==> config.mk <==
export PLATFORM = sky130hd
export DESIGN_NAME = rom_stream_reader_flat
export DESIGN_NICKNAME = d
export VERILOG_FILES = /design/src/rtl/rom_stream_if.sv /design/src/rtl/rom_stream_reader.sv /design/src/flat_wrapper.sv
export SDC_FILE = /design/constraint.sdc
export NUM_CORES = 1
export LEC_CHECK = 0
export BUFFER_PORTS_ARGS = -buffer_cell sky130_fd_sc_hd__buf_2
export CAP_MARGIN = 20
export CORE_AREA = 3 3 64 96
export CTS_CLUSTER_SIZE = 28
export DETAILED_ROUTE_END_ITERATION = 10
export DIE_AREA = 0 0 67 99
export PLACE_DENSITY_LB_ADDON = 0.15
export SLEW_MARGIN = 30
export SYNTH_ARGS = -nofsm -noshare
export SYNTH_HDL_FRONTEND = slang
export SYNTH_SLANG_ARGS = --single-unit
==> constraint.sdc <==
create_clock -name clk -period 1.6 [get_ports clk]
set_input_delay 0 -clock clk [delete_from_list [all_inputs] [get_ports clk]]
set_output_delay 0 -clock clk [all_outputs]
set_load 0.02 [all_outputs]
==> src/rtl/rom_stream_if.sv <==
// Bundles the ROM read port and the outgoing valid/ready word stream of the ROM reader.
// The master side is the reader. The slave side is the ROM together with the stream consumer.
interface rom_stream_if #(
  parameter int ADDR_W = 4,
  parameter int DATA_W = 8
);
  logic              rom_en;
  logic [ADDR_W-1:0] rom_addr;
  logic [DATA_W-1:0] rom_data;
  logic              m_valid;
  logic              m_ready;
  logic [DATA_W-1:0] m_data;
  logic [ADDR_W-1:0] m_addr;
  logic              m_last;

  modport master (
    output rom_en, rom_addr, m_valid, m_data, m_addr, m_last,
    input  rom_data, m_ready
  );

  modport slave (
    input  rom_en, rom_addr, m_valid, m_data, m_addr, m_last,
    output rom_data, m_ready
  );
endinterface

==> src/rtl/rom_stream_reader.sv <==
// Walks a wrapping ROM address range after a start pulse.
// Each ROM word goes out on a valid/ready stream, tagged with its address and a last-word flag.
//
// state  | meaning
// IDLE   | waiting for start; range latched on start
// STREAM | ROM port enabled, one fetch per cycle when output register is free
// DRAIN  | last word captured, waiting for consumer to take it
// DONE   | one-cycle done pulse, then back to IDLE
module rom_stream_reader #(
  parameter int ADDR_W = 4,
  parameter int DATA_W = 8
) (
  input  logic              clk,
  input  logic              rst_n,
  input  logic              start,
  input  logic              abort,
  input  logic [ADDR_W-1:0] start_addr,
  input  logic [ADDR_W-1:0] end_addr,
  output logic              busy,
  output logic              done,
  rom_stream_if.master      bus
);

  typedef enum logic [1:0] {
    S_IDLE   = 2'd0,
    S_STREAM = 2'd1,
    S_DRAIN  = 2'd2,
    S_DONE   = 2'd3
  } state_t;

  localparam logic [ADDR_W:0] LEFT_ONE = (ADDR_W+1)'(1);

  state_t            state_q,    state_d;
  logic [ADDR_W-1:0] cur_q,      cur_d;
  logic [ADDR_W:0]   left_q,     left_d;
  logic [ADDR_W-1:0] rom_addr_q, rom_addr_d;
  logic              m_valid_q,  m_valid_d;
  logic [DATA_W-1:0] m_data_q,   m_data_d;
  logic [ADDR_W-1:0] m_addr_q,   m_addr_d;
  logic              m_last_q,   m_last_d;

  logic [ADDR_W-1:0] range_diff;
  logic [ADDR_W:0]   range_len;
  logic              fetch;
  logic              handshake;

  // Modulo difference plus one; the extra bit lets a full wrap count all 2**ADDR_W words.
  assign range_diff = end_addr - start_addr;
  assign range_len  = {1'b0, range_diff} + LEFT_ONE;

  assign handshake = m_valid_q & bus.m_ready;
  assign fetch     = (state_q == S_STREAM) & (~m_valid_q | bus.m_ready);

  always_ff @(posedge clk or negedge rst_n) begin
    if (!rst_n) begin
      state_q    <= S_IDLE;
      cur_q      <= '0;
      left_q     <= '0;
      rom_addr_q <= '0;
      m_valid_q  <= 1'b0;
      m_data_q   <= '0;
      m_addr_q   <= '0;
      m_last_q   <= 1'b0;
    end else begin
      state_q    <= state_d;
      cur_q      <= cur_d;
      left_q     <= left_d;
      rom_addr_q <= rom_addr_d;
      m_valid_q  <= m_valid_d;
      m_data_q   <= m_data_d;
      m_addr_q   <= m_addr_d;
      m_last_q   <= m_last_d;
    end
  end

  always_comb begin
    state_d    = state_q;
    cur_d      = cur_q;
    left_d     = left_q;
    rom_addr_d = rom_addr_q;
    m_valid_d  = m_valid_q;
    m_data_d   = m_data_q;
    m_addr_d   = m_addr_q;
    m_last_d   = m_last_q;

    case (state_q)
      S_IDLE: begin
        if (start && !abort) begin
          cur_d   = start_addr;
          left_d  = range_len;
          state_d = S_STREAM;
        end
      end

      S_STREAM: begin
        rom_addr_d = cur_q;
        if (abort) begin
          m_valid_d = 1'b0;
          m_last_d  = 1'b0;
          state_d   = S_IDLE;
        end else if (fetch) begin
          m_data_d  = bus.rom_data;
          m_addr_d  = cur_q;
          m_last_d  = (left_q == LEFT_ONE);
          m_valid_d = 1'b1;
          cur_d     = cur_q + 1'b1;
          left_d    = left_q - LEFT_ONE;
          if (left_q == LEFT_ONE) state_d = S_DRAIN;
        end
      end

      S_DRAIN: begin
        // Abort wins over a same-cycle handshake, so the pending word is dropped.
        if (abort || handshake) begin
          m_valid_d = 1'b0;
          m_last_d  = 1'b0;
          state_d   = abort ? S_IDLE : S_DONE;
        end
      end

      S_DONE: begin
        state_d = S_IDLE;
      end

      default: begin
        state_d = S_IDLE;
      end
    endcase
  end

  // rom_addr follows cur live while streaming and holds the last fetched address otherwise.
  assign bus.rom_en   = (state_q == S_STREAM);
  assign bus.rom_addr = (state_q == S_STREAM) ? cur_q : rom_addr_q;
  assign bus.m_valid  = m_valid_q;
  assign bus.m_data   = m_data_q;
  assign bus.m_addr   = m_addr_q;
  assign bus.m_last   = m_last_q;
  assign busy         = (state_q != S_IDLE);
  assign done         = (state_q == S_DONE);

endmodule

==> src/flat_wrapper.sv <==
// flat-port wrapper written by rule: the top's interface ports become plain ports
module rom_stream_reader_flat 
#(
  parameter int ADDR_W = 4,
  parameter int DATA_W = 8
)
  (clk, rst_n, start, abort, start_addr, end_addr, busy, done, bus_rom_en, bus_rom_addr, bus_m_valid, bus_m_data, bus_m_addr, bus_m_last, bus_rom_data, bus_m_ready);
  rom_stream_if #(.ADDR_W(ADDR_W), .DATA_W(DATA_W)) bus_i ();
  input  logic clk;
  input  logic rst_n;
  input  logic start;
  input  logic abort;
  input  logic [ADDR_W-1:0] start_addr;
  input  logic [ADDR_W-1:0] end_addr;
  output logic busy;
  output logic done;
  output wire logic [$bits(bus_i.rom_en)-1:0] bus_rom_en;
  output wire logic [$bits(bus_i.rom_addr)-1:0] bus_rom_addr;
  output wire logic [$bits(bus_i.m_valid)-1:0] bus_m_valid;
  output wire logic [$bits(bus_i.m_data)-1:0] bus_m_data;
  output wire logic [$bits(bus_i.m_addr)-1:0] bus_m_addr;
  output wire logic [$bits(bus_i.m_last)-1:0] bus_m_last;
  input wire logic [$bits(bus_i.rom_data)-1:0] bus_rom_data;
  input wire logic [$bits(bus_i.m_ready)-1:0] bus_m_ready;
  assign bus_rom_en = bus_i.rom_en;
  assign bus_rom_addr = bus_i.rom_addr;
  assign bus_m_valid = bus_i.m_valid;
  assign bus_m_data = bus_i.m_data;
  assign bus_m_addr = bus_i.m_addr;
  assign bus_m_last = bus_i.m_last;
  assign bus_i.rom_data = bus_rom_data;
  assign bus_i.m_ready = bus_m_ready;
  rom_stream_reader #(.ADDR_W(ADDR_W), .DATA_W(DATA_W)) u_core (.clk(clk), .rst_n(rst_n), .start(start), .abort(abort), .start_addr(start_addr), .end_addr(end_addr), .busy(busy), .done(done), .bus(bus_i));
endmodule
==> run metrics, run 1 <==
GP Congestion=0.7041; Die Ht=~99 um; Clock Latency Late Sink=between 200 and 300 ps; GR peak layer=met2; Hold WS=14.58 ps; Post-DP Area=approximately 0.0019 sq mm; Boundary Pins=42; crit path kind=flop to flop; Synth Area in Compound Gates=a little under an eighth; reg-to-reg slack, setup=between 60 and 70 ps; clock group share of total power=about a quarter; met3 Track Usage GR=under 10%; die area=~0.0066 sq mm; Antenna diodes=0; Synth Warn #=0; CP Data Arrival Time=roughly 1700 ps; antenna violations before repair=0; met2 usage=between 20% and 30%; Hold Fails Final Rpt=0; # fillers=approximately 560; RSZ-0062 raised after global routing=no; xor-xnor portion of the synthesized cell area=between 3 and 4%; wire per inst=13.59 um; type of origin of the critical path=flop; hold crit path type=primary input to flop; sequential element share of the synthesized area=between 40% and 50%; first-pass GRT wire length=between 6000 and 7000 um; Setup Skew=~1.8 ps; mux cell area share after synthesis=under 10%; via count=~1300; Residual DRC=0; largest family of logic cells by synthesized area=simple AND/OR/NAND/NOR gates; CP cell instances=inv_2 -> ha_1 -> or4b_4 -> o311ai_2 -> a21oi_1; root buf cell=clkbuf_8; Num CTS Buffers=5; WL final=slightly below 4000 um; Clock transition at path regs=approximately 60 ps; Worst Setup End Kind=flop; post-layout min period=about 1500 ps; Syn Std Cell Area=0.001594 sq mm; vias per cell=about 4.6; Yosys top cell by area=dfrtp_1; Nets=241; Comb pwr share=roughly 37%; final slew viol count=0; largest net degree at the start of global routing=30; starting density of the core=29.25%; Max Clk Rate=~0.65 GHz; Mean Syn Cell Area=between 10 and 15 sq um; H-tree Lvls=2; CTS tree=built; worst setup margin=69.11 ps; syn_nets=between 150 and 200; Top FF cell, synth=dfrtp_1; clk buf depth=2; Flop pwr share=just under 40%; Final ANT Viol Nets=0; simple-gate share of the synthesized area=~18%; vias in the first global route=1413; core area=approximately 0.0055 sq mm; area share of the largest cell type after synthesis=between 40% and 50%; switching pwr=roughly 1100 uW; Net Sw Frac=between 30% and 40%; total gr overflow=0; Synth cell types=41; ys async rst share=100.0%; Slew HR=roughly 55%; Adder-Cell Fraction of Synth Area=under 10%; VDD IR max=0.0008713 V; Area Overhead vs Synth=34.22%; pwr dens=approximately 1300 mW/mm^2; Global Route met1 Usage=roughly 15%; FP Rows=33; initial drt markers=41; Slowest-stage cell, CP=or4b_4; leakage=roughly 0.001 uW; Mapped Cells=150; FF+latch count, synth=29; Worst-Margin Slew=681.0 ps; status=complete, no violations; Power Internal=approximately 1800 uW; max-cap check violation count=0; CTS sink count=29; DP Wirelength=between 2000 and 3000 um; required time worst endpoint=approximately 1800 ps; Final Util=between 30 and 40%; max incr delay on CP=about 500 ps; largest fanout on the critical path=3; Synth area leaders=dfrtp_1 (46%), mux2_2 (8.5%), ha_1 (5.5%); share of layout cells above drive strength 1=approximately two fifths; GRT Total Usage=12.75%; dpl ws=-122.9 ps; die width=between 60 and 70 um; drt first pass iters=3; final instance area=around 0.0021 sq mm; fin crit share=a little over nine tenths; setup violators final=0; Buffers on Ports=around 40; number of synthesized flops with an enable pin=0
==> metrics by stage <==
| step | setup TNS [ps] | power (uW) | instances |
|---|---|---|---|
| 2_1_floorplan | 0 | 1823 | 150 |
| 3_3_place_gp | 0 | 2146 | 260 |
| 3_5_place_dp | -124.6 | 2179 | 260 |
| 4_1_cts | 0 | 2890 | 279 |
| 5_1_grt | 0 | 3094 | 283 |
| 6_report | 0 | 2887 | 283 |
==> worst paths after layout <==
| kind | from | to | cells after the start |
|---|---|---|---|
| max reg2reg | u_core.left_q[1]$_DFFE_PN0P_ | u_core.state_q[0]$_DFFE_PN0P_ | 5 |
| min reg2reg | u_core.rom_addr_q[0]$_DFF_PN0_ | u_core.rom_addr_q[0]$_DFF_PN0_ | 2 |
| max | u_core.left_q[1]$_DFFE_PN0P_ | u_core.state_q[0]$_DFFE_PN0P_ | 5 |
| min | bus_m_ready | u_core.state_q[0]$_DFFE_PN0P_ | 3 |
| min in group asynchronous | rst_n | u_core.rom_addr_q[0]$_DFF_PN0_ | 2 |
| max in group asynchronous | rst_n | u_core.state_q[1]$_DFFE_PN0P_ | 2 |
==> power by group through the flow <==
stage | registers, uW | logic, uW | clock network [uW]
floorplan | 1280 | 546 | 0
global placement | 1150 | 1000 | 0
detailed placement | 1160 | 1020 | 0
CTS | 1150 | 1050 | 698
global route | 1190 | 1170 | 736
finish | 1150 | 1060 | 676
==> flip-flops by register name, indices dropped and copies added, names as in the netlist <==
signal              flops
u_core.bus.m_data       8
u_core.left_q           5
u_core.bus.m_addr       4
u_core.cur_q            4
u_core.rom_addr_q       4
u_core.state_q          2
u_core.bus.m_last       1
u_core.bus.m_valid      1
==> synth_stat cells (all sizes together) (2+ instances only) <==
master	count
ha	7
o211ai	2
nor2	5
nand4	2
mux2	12
a221o	2
a21oi	9
o21ai	7
nand2b	2
nand3	8
nand3b	2
or3	2
nand2	20
nor3	3
inv	12
buf	5
dfrtp	29
xnor2	3
==> kinds of logic after synthesis <==
| kind of cell | Yosys count |
|---|---|
| simple gates | 51 |
| flops | 29 |
| compound gates | 27 |
| buf+inv | 17 |
| mux | 13 |
| fa+ha+maj | 8 |
| xor+xnor | 5 |
==> timing repair <==
action / in CTS / in global routing
endpoints found under the setup margin: 0 / 7
hold buffers: 11 / 0
setup buffers: 0 / 4
endpoints found under the hold margin: 40 / 0
resized for setup: 0 / 4
==> routing by layer <==
layer	up-vias	share of wire, %
met4	0	1.5
li1	650	-
met1	618	42
met5	-	0
met2	28	53
met3	6	4.1
==> cell type report <==
class | instances | area [sq um] | share of cell area, %
clock buffers | 7 | 96.34 | 4.503
clock inverters | 1 | 5.005 | 0.2339
inverters | 12 | 48.80 | 2.281
multi-input cells | 104 | 784.5 | 36.67
flip-flops and latches | 29 | 725.7 | 33.92
well taps | 70 | 87.58 | 4.094
repair buffers | 60 | 391.6 | 18.30
==> cell usage in the layout (no fill, tap or decap), drive strengths merged, types with 2 or more instances in the layout <==
| master | synthesis | final |
|---|---|---|
| inv | 12 | 11 |
| o21ai | 7 | 7 |
| dfrtp | 29 | 29 |
| mux2 | 12 | 12 |
| o211ai | 2 | 2 |
| clkbuf | 0 | 7 |
| xnor2 | 3 | 3 |
| a221o | 2 | 2 |
| nand3 | 8 | 8 |
| nand2 | 20 | 20 |
| nand4 | 2 | 2 |
| a21oi | 9 | 9 |
| nor2 | 5 | 5 |
| nand3b | 2 | 2 |
| dlygate4sd3 | 0 | 11 |
| ha | 7 | 7 |
| or3 | 2 | 2 |
| buf | 5 | 49 |
| nor3 | 3 | 3 |
| nand2b | 2 | 2 |
==> worst max-delay path: cells and delay by family (launching register included) <==
kind	cells	cell delay [ps]
AO/OA/AOI/OAI	2	330
flip-flops	1	390
adder cells (fa/ha/maj)	1	130
AND/OR/NAND/NOR	1	500
buffers and inverters	1	70
Power figures use the tool's default switching activity.
==> run 2, diff against run 1 <==
- SETUP_SLACK_MARGIN: default -> 0.15
==> run metrics, run 2 (same netlist as run 1, synthesis figures left out) <==
status=complete, no violations; antenna violations before repair=0; Clock Latency Late Sink=about 290 ps; hold crit path type=primary input to flop; fin crit share=a little over nine tenths; GP Congestion=between 0.6 and 0.7; FP Rows=33; WHS Path Cells=3; Reg area=between 700 and 800 sq um; root buf cell=clkbuf_8; Worst-Margin Slew=around 660 ps; Boundary Pins=between 40 and 50; CTS tree=built; Clock transition at path regs=around 70 ps; die area=0.006633 sq mm; Max Clk Rate=about 0.65 GHz; initial drt markers=49; total gr overflow=0; VDD IR max=about 0.00083 V; commonest non-fill, non-tap cell in the layout=buf_2; Worst Setup End Kind=flop; Largest register FFs=8; pwr dens=between 1000 and 1500 mW/mm^2; share of layout cells above drive strength 1=~48%; Hold WS=between 70 and 80 ps; Final ANT Viol Nets=0; WL final=slightly below 4000 um; Residual DRC=0; Buffers on Ports=41; clk buf depth=2; Setup Skew=10.56 ps; largest net degree at the start of global routing=30; CP Data Arrival Time=1690 ps; leakage=0.001086 uW; GRT Total Usage=between 10% and 20%; Antenna diodes=0; R2R cell count=5; Num CTS Buffers=5; crit path kind=flop to flop; drt first pass iters=4; Hold Fails Final Rpt=0; RSZ-0062 raised after global routing=yes; largest fanout on the critical path=3; die width=around 67 um; Final Util=between 40% and 50%; vias in the first global route=1526; wire per inst=13.53 um; Slew HR=between 50 and 60%; post-layout min period=roughly 1500 ps; starting density of the core=between 20% and 30%; H-tree Lvls=2; DP Wirelength=about 2900 um; dpl ws=-4.740 ps; Die Ht=99 um; core area=~0.0055 sq mm; required time worst endpoint=about 1800 ps; first-pass GRT wire length=~6700 um; Nets=~250; max-cap check violation count=0; commonest non-fill, non-tap cells in the layout=buf_2 (36), dfrtp_1 (28), nand2_1 (14), mux2_2 (12), dlygate4sd3_1 (12); vias per cell=between 4 and 5; Area Overhead vs Synth=48.12%; worst setup margin=around 73 ps; multi-input combinational cell area=roughly 850 sq um; final slew viol count=0; type of origin of the critical path=flop; CTS sink count=29; # fillers=529; setup violators final=0; via count=approximately 1400
run 2: cell types whose count changed in the layout (fill, tap and decap cells not counted), sizes merged:
cell,before,now
dlygate4sd3,11,12
buf,49,58
clkbuf,7,6
clkinv,1,0
clkinvlp,1,2
bufinv,0,1
run 2: repair_timing:
action	4_1_cts	5_1_grt
endpoints found under the hold margin	40	0
gates resized for setup	21	21
setup endpoints to repair	22	27
hold buffers	12	0
buffers inserted	8	2
pin swaps	3	6
run 2: critical path: stages (launching register included):
cell	delay (ps)
dfrtp_1	390
inv_2	70
ha_1	130
or4b_4	490
o311ai_2	230
a21oi_1	100
run 2: final cells by class:
type / count / area share [%]
Clock buffer: 6 / 3.498
Clock inverter: 2 / 1.590
Inverter: 12 / 2.067
Multi-Input combinational cell: 104 / 35.98
Sequential cell: 29 / 30.79
Tap cell: 70 / 3.710
Timing Repair Buffer: 70 / 22.36
run 2: path summary, 6_finish.rpt:
path,slack (ps),to,startpoint
worst max-delay path,70,u_core.state_q[0]$_DFFE_PN0P_,u_core.left_q[1]$_DFFE_PN0P_
worst min-delay path,80,u_core.cur_q[3]$_DFFE_PN0P_,start_addr[3]
worst max register to register,70,u_core.state_q[0]$_DFFE_PN0P_,u_core.left_q[1]$_DFFE_PN0P_
worst min register to register,480,u_core.bus.m_last$_DFFE_PN0P_,u_core.bus.m_last$_DFFE_PN0P_
max in group asynchronous,860,u_core.bus.m_valid$_DFFE_PN0P_,rst_n
min in group asynchronous,270,u_core.state_q[0]$_DFFE_PN0P_,rst_n
run 2: where the power goes:
| group | total, uW | switching [uW] | internal [uW] |
|---|---|---|---|
| combinational | 1250 | 655 | 591 |
| clock | 799 | 293 | 506 |
| sequential | 1140 | 168 | 974 |
run 2: per-stage QoR:
step                      power [uW]  instance area, sq um  instances  setup TNS (ps)
after floorplan                 1826                  1595        150               0
after global placement          2174                  1908        263               0
after detailed placement        2211                  1908        263          -4.740
after CTS                       3166                  2273        291               0
after global routing            3397                  2361        293               0
final                           3187                  2361        293               0
run 2: layer usage:
layer | part of all wire, % | track usage [%]
met1 | 38 | 13.44
met3 | 3.7 | 3.193
met5 | 0 | 0
met4 | 1.7 | 5.156
met2 | 57 | 24.55
==> run 3, diff against run 2 <==
- CAP_MARGIN: 20 -> 40
- PLACE_DENSITY: default -> 0.53
- PLACE_DENSITY_LB_ADDON: 0.15 -> default
==> run metrics, run 3 (same netlist as run 1, synthesis figures left out) <==
Hold WS=just over 20 ps; clock group share of total power=between 20% and 30%; share of layout cells above drive strength 1=42.08%; largest net degree at the start of global routing=30; core area=0.005450 sq mm; fin crit share=95.17%; dpl ws=6.328 ps; type of origin of the critical path=flop; Comb pwr share=roughly two fifths; Clock Latency Late Sink=280 ps; CTS tree=built; Num CTS Buffers=5; Worst Setup End Kind=flop; Worst-Margin Slew=675.4 ps; WL final=between 3000 and 4000 um; crit path kind=flop to flop; final setup TNS=0 ps; starting density of the core=between 20% and 30%; Buffers on Ports=41; FP Rows=33; leakage=between 0.001 and 0.0015 uW; setup violators final=0; total gr overflow=0; Max Clk Rate=approximately 0.66 GHz; DP Wirelength=2612 um; RSZ-0062 raised after global routing=yes; Net Sw Frac=between 30% and 40%; final slew viol count=0; Residual DRC=0; first-pass GRT wire length=5989 um; antenna violations before repair=0; Area Overhead vs Synth=41.68%; final instance area=0.002258 sq mm; via count=around 1400; die width=roughly 67 um; commonest non-fill, non-tap cells in the layout=buf_2 (41), dfrtp_1 (28), nand2_1 (20), buf_4 (14), mux2_4 (12); Antenna diodes=0; Setup Skew=roughly 5.6 ps; Flop pwr share=between 30% and 40%; GRT Total Usage=11.88%; worst setup margin=~77 ps; post-layout min period=1523 ps; Die Ht=99 um; H-tree Lvls=2; Largest register FFs=8; Slew HR=around 55%; clk buf depth=2; die area=0.006633 sq mm; pwr dens=roughly 1300 mW/mm^2; Clock transition at path regs=60 ps; initial drt markers=between 40 and 50; VDD IR max=about 0.00067 V; required time worst endpoint=1760 ps; CP Data Arrival Time=about 1700 ps; vias per cell=between 4 and 5; vias in the first global route=1316; status=complete, no violations; Hold Fails Final Rpt=0; switching pwr=between 1000 and 1500 uW; Power Internal=approximately 2000 uW; CTS sink count=29; Nets=249; Post-DP Area=0.001888 sq mm; commonest non-fill, non-tap cell in the layout=buf_2; drt first pass iters=4; root buf cell=clkbuf_8; wire per inst=around 14 um; Boundary Pins=42; hold crit path type=primary input to flop; max-cap check violation count=0; Final ANT Viol Nets=0; GP Congestion=a little over 0.8; largest fanout on the critical path=3
[run 3: final timing paths]
check / start / end / slack [ps] / cells past startpoint
max in group asynchronous: rst_n / u_core.bus.m_valid$_DFFE_PN0P_ / 830 / 2
setup / recovery: u_core.left_q[1]$_DFFE_PN0P_ / u_core.state_q[0]$_DFFE_PN0P_ / 80 / 5
hold / removal: bus_m_ready / u_core.state_q[0]$_DFFE_PN0P_ / 20 / 3
setup reg to reg: u_core.left_q[1]$_DFFE_PN0P_ / u_core.state_q[0]$_DFFE_PN0P_ / 80 / 5
hold reg to reg: u_core.rom_addr_q[1]$_DFF_PN0_ / u_core.rom_addr_q[1]$_DFF_PN0_ / 470 / 2
min in group asynchronous: rst_n / u_core.left_q[0]$_DFFE_PN0P_ / 300 / 2
[run 3: per-layer routing]
metal,share of wire (%),GRT usage (%)
met5,0,0
met1,41,13.33
met2,55,20.45
met3,3.6,3.535
met4,1.2,4.688
[run 3: power by group through the flow]
stage	Combinational [uW]	Clock (uW)	Sequential (uW)
2_1_floorplan	547	0	1280
3_3_place_gp	1040	0	1140
3_5_place_dp	1040	0	1150
4_1_cts	1090	701	1140
5_1_grt	1320	734	1180
6_report	1210	666	1150
[run 3: area by class of cell]
cell class | instances | area, sq um
sequential | 29 | 726.9
clock buffer | 7 | 96.34
inverter | 12 | 48.80
fill | 573 | 3192
clock inverter | 1 | 5.005
tap | 70 | 87.58
timing repair buffer | 68 | 444.2
multi-input combinational | 104 | 849.6
[run 3: stage by stage]
| stage | total power [uW] | util (%) | std cells |
|---|---|---|---|
| after floorplan | 1826 | - | 150 |
| after global placement | 2179 | 34.64 | 262 |
| after detailed placement | 2186 | 34.64 | 262 |
| after CTS | 2933 | 39.28 | 284 |
| after global routing | 3232 | 41.44 | 291 |
| final | 3028 | 41.44 | 291 |
[run 3: what timing repair did]
action,in CTS,in global routing
setup endpoints to repair,21,25
buffers inserted,4,7
endpoints found under the hold margin,39,0
pin swaps,1,5
gates resized for setup,6,17
hold buffers,10,0
[run 3: critical path, stage by stage (launching register included)]
cell	delay (ps)
dfrtp_1	390
inv_2	60
ha_1	130
or4b_4	500
o311ai_4	230
a21oi_1	100
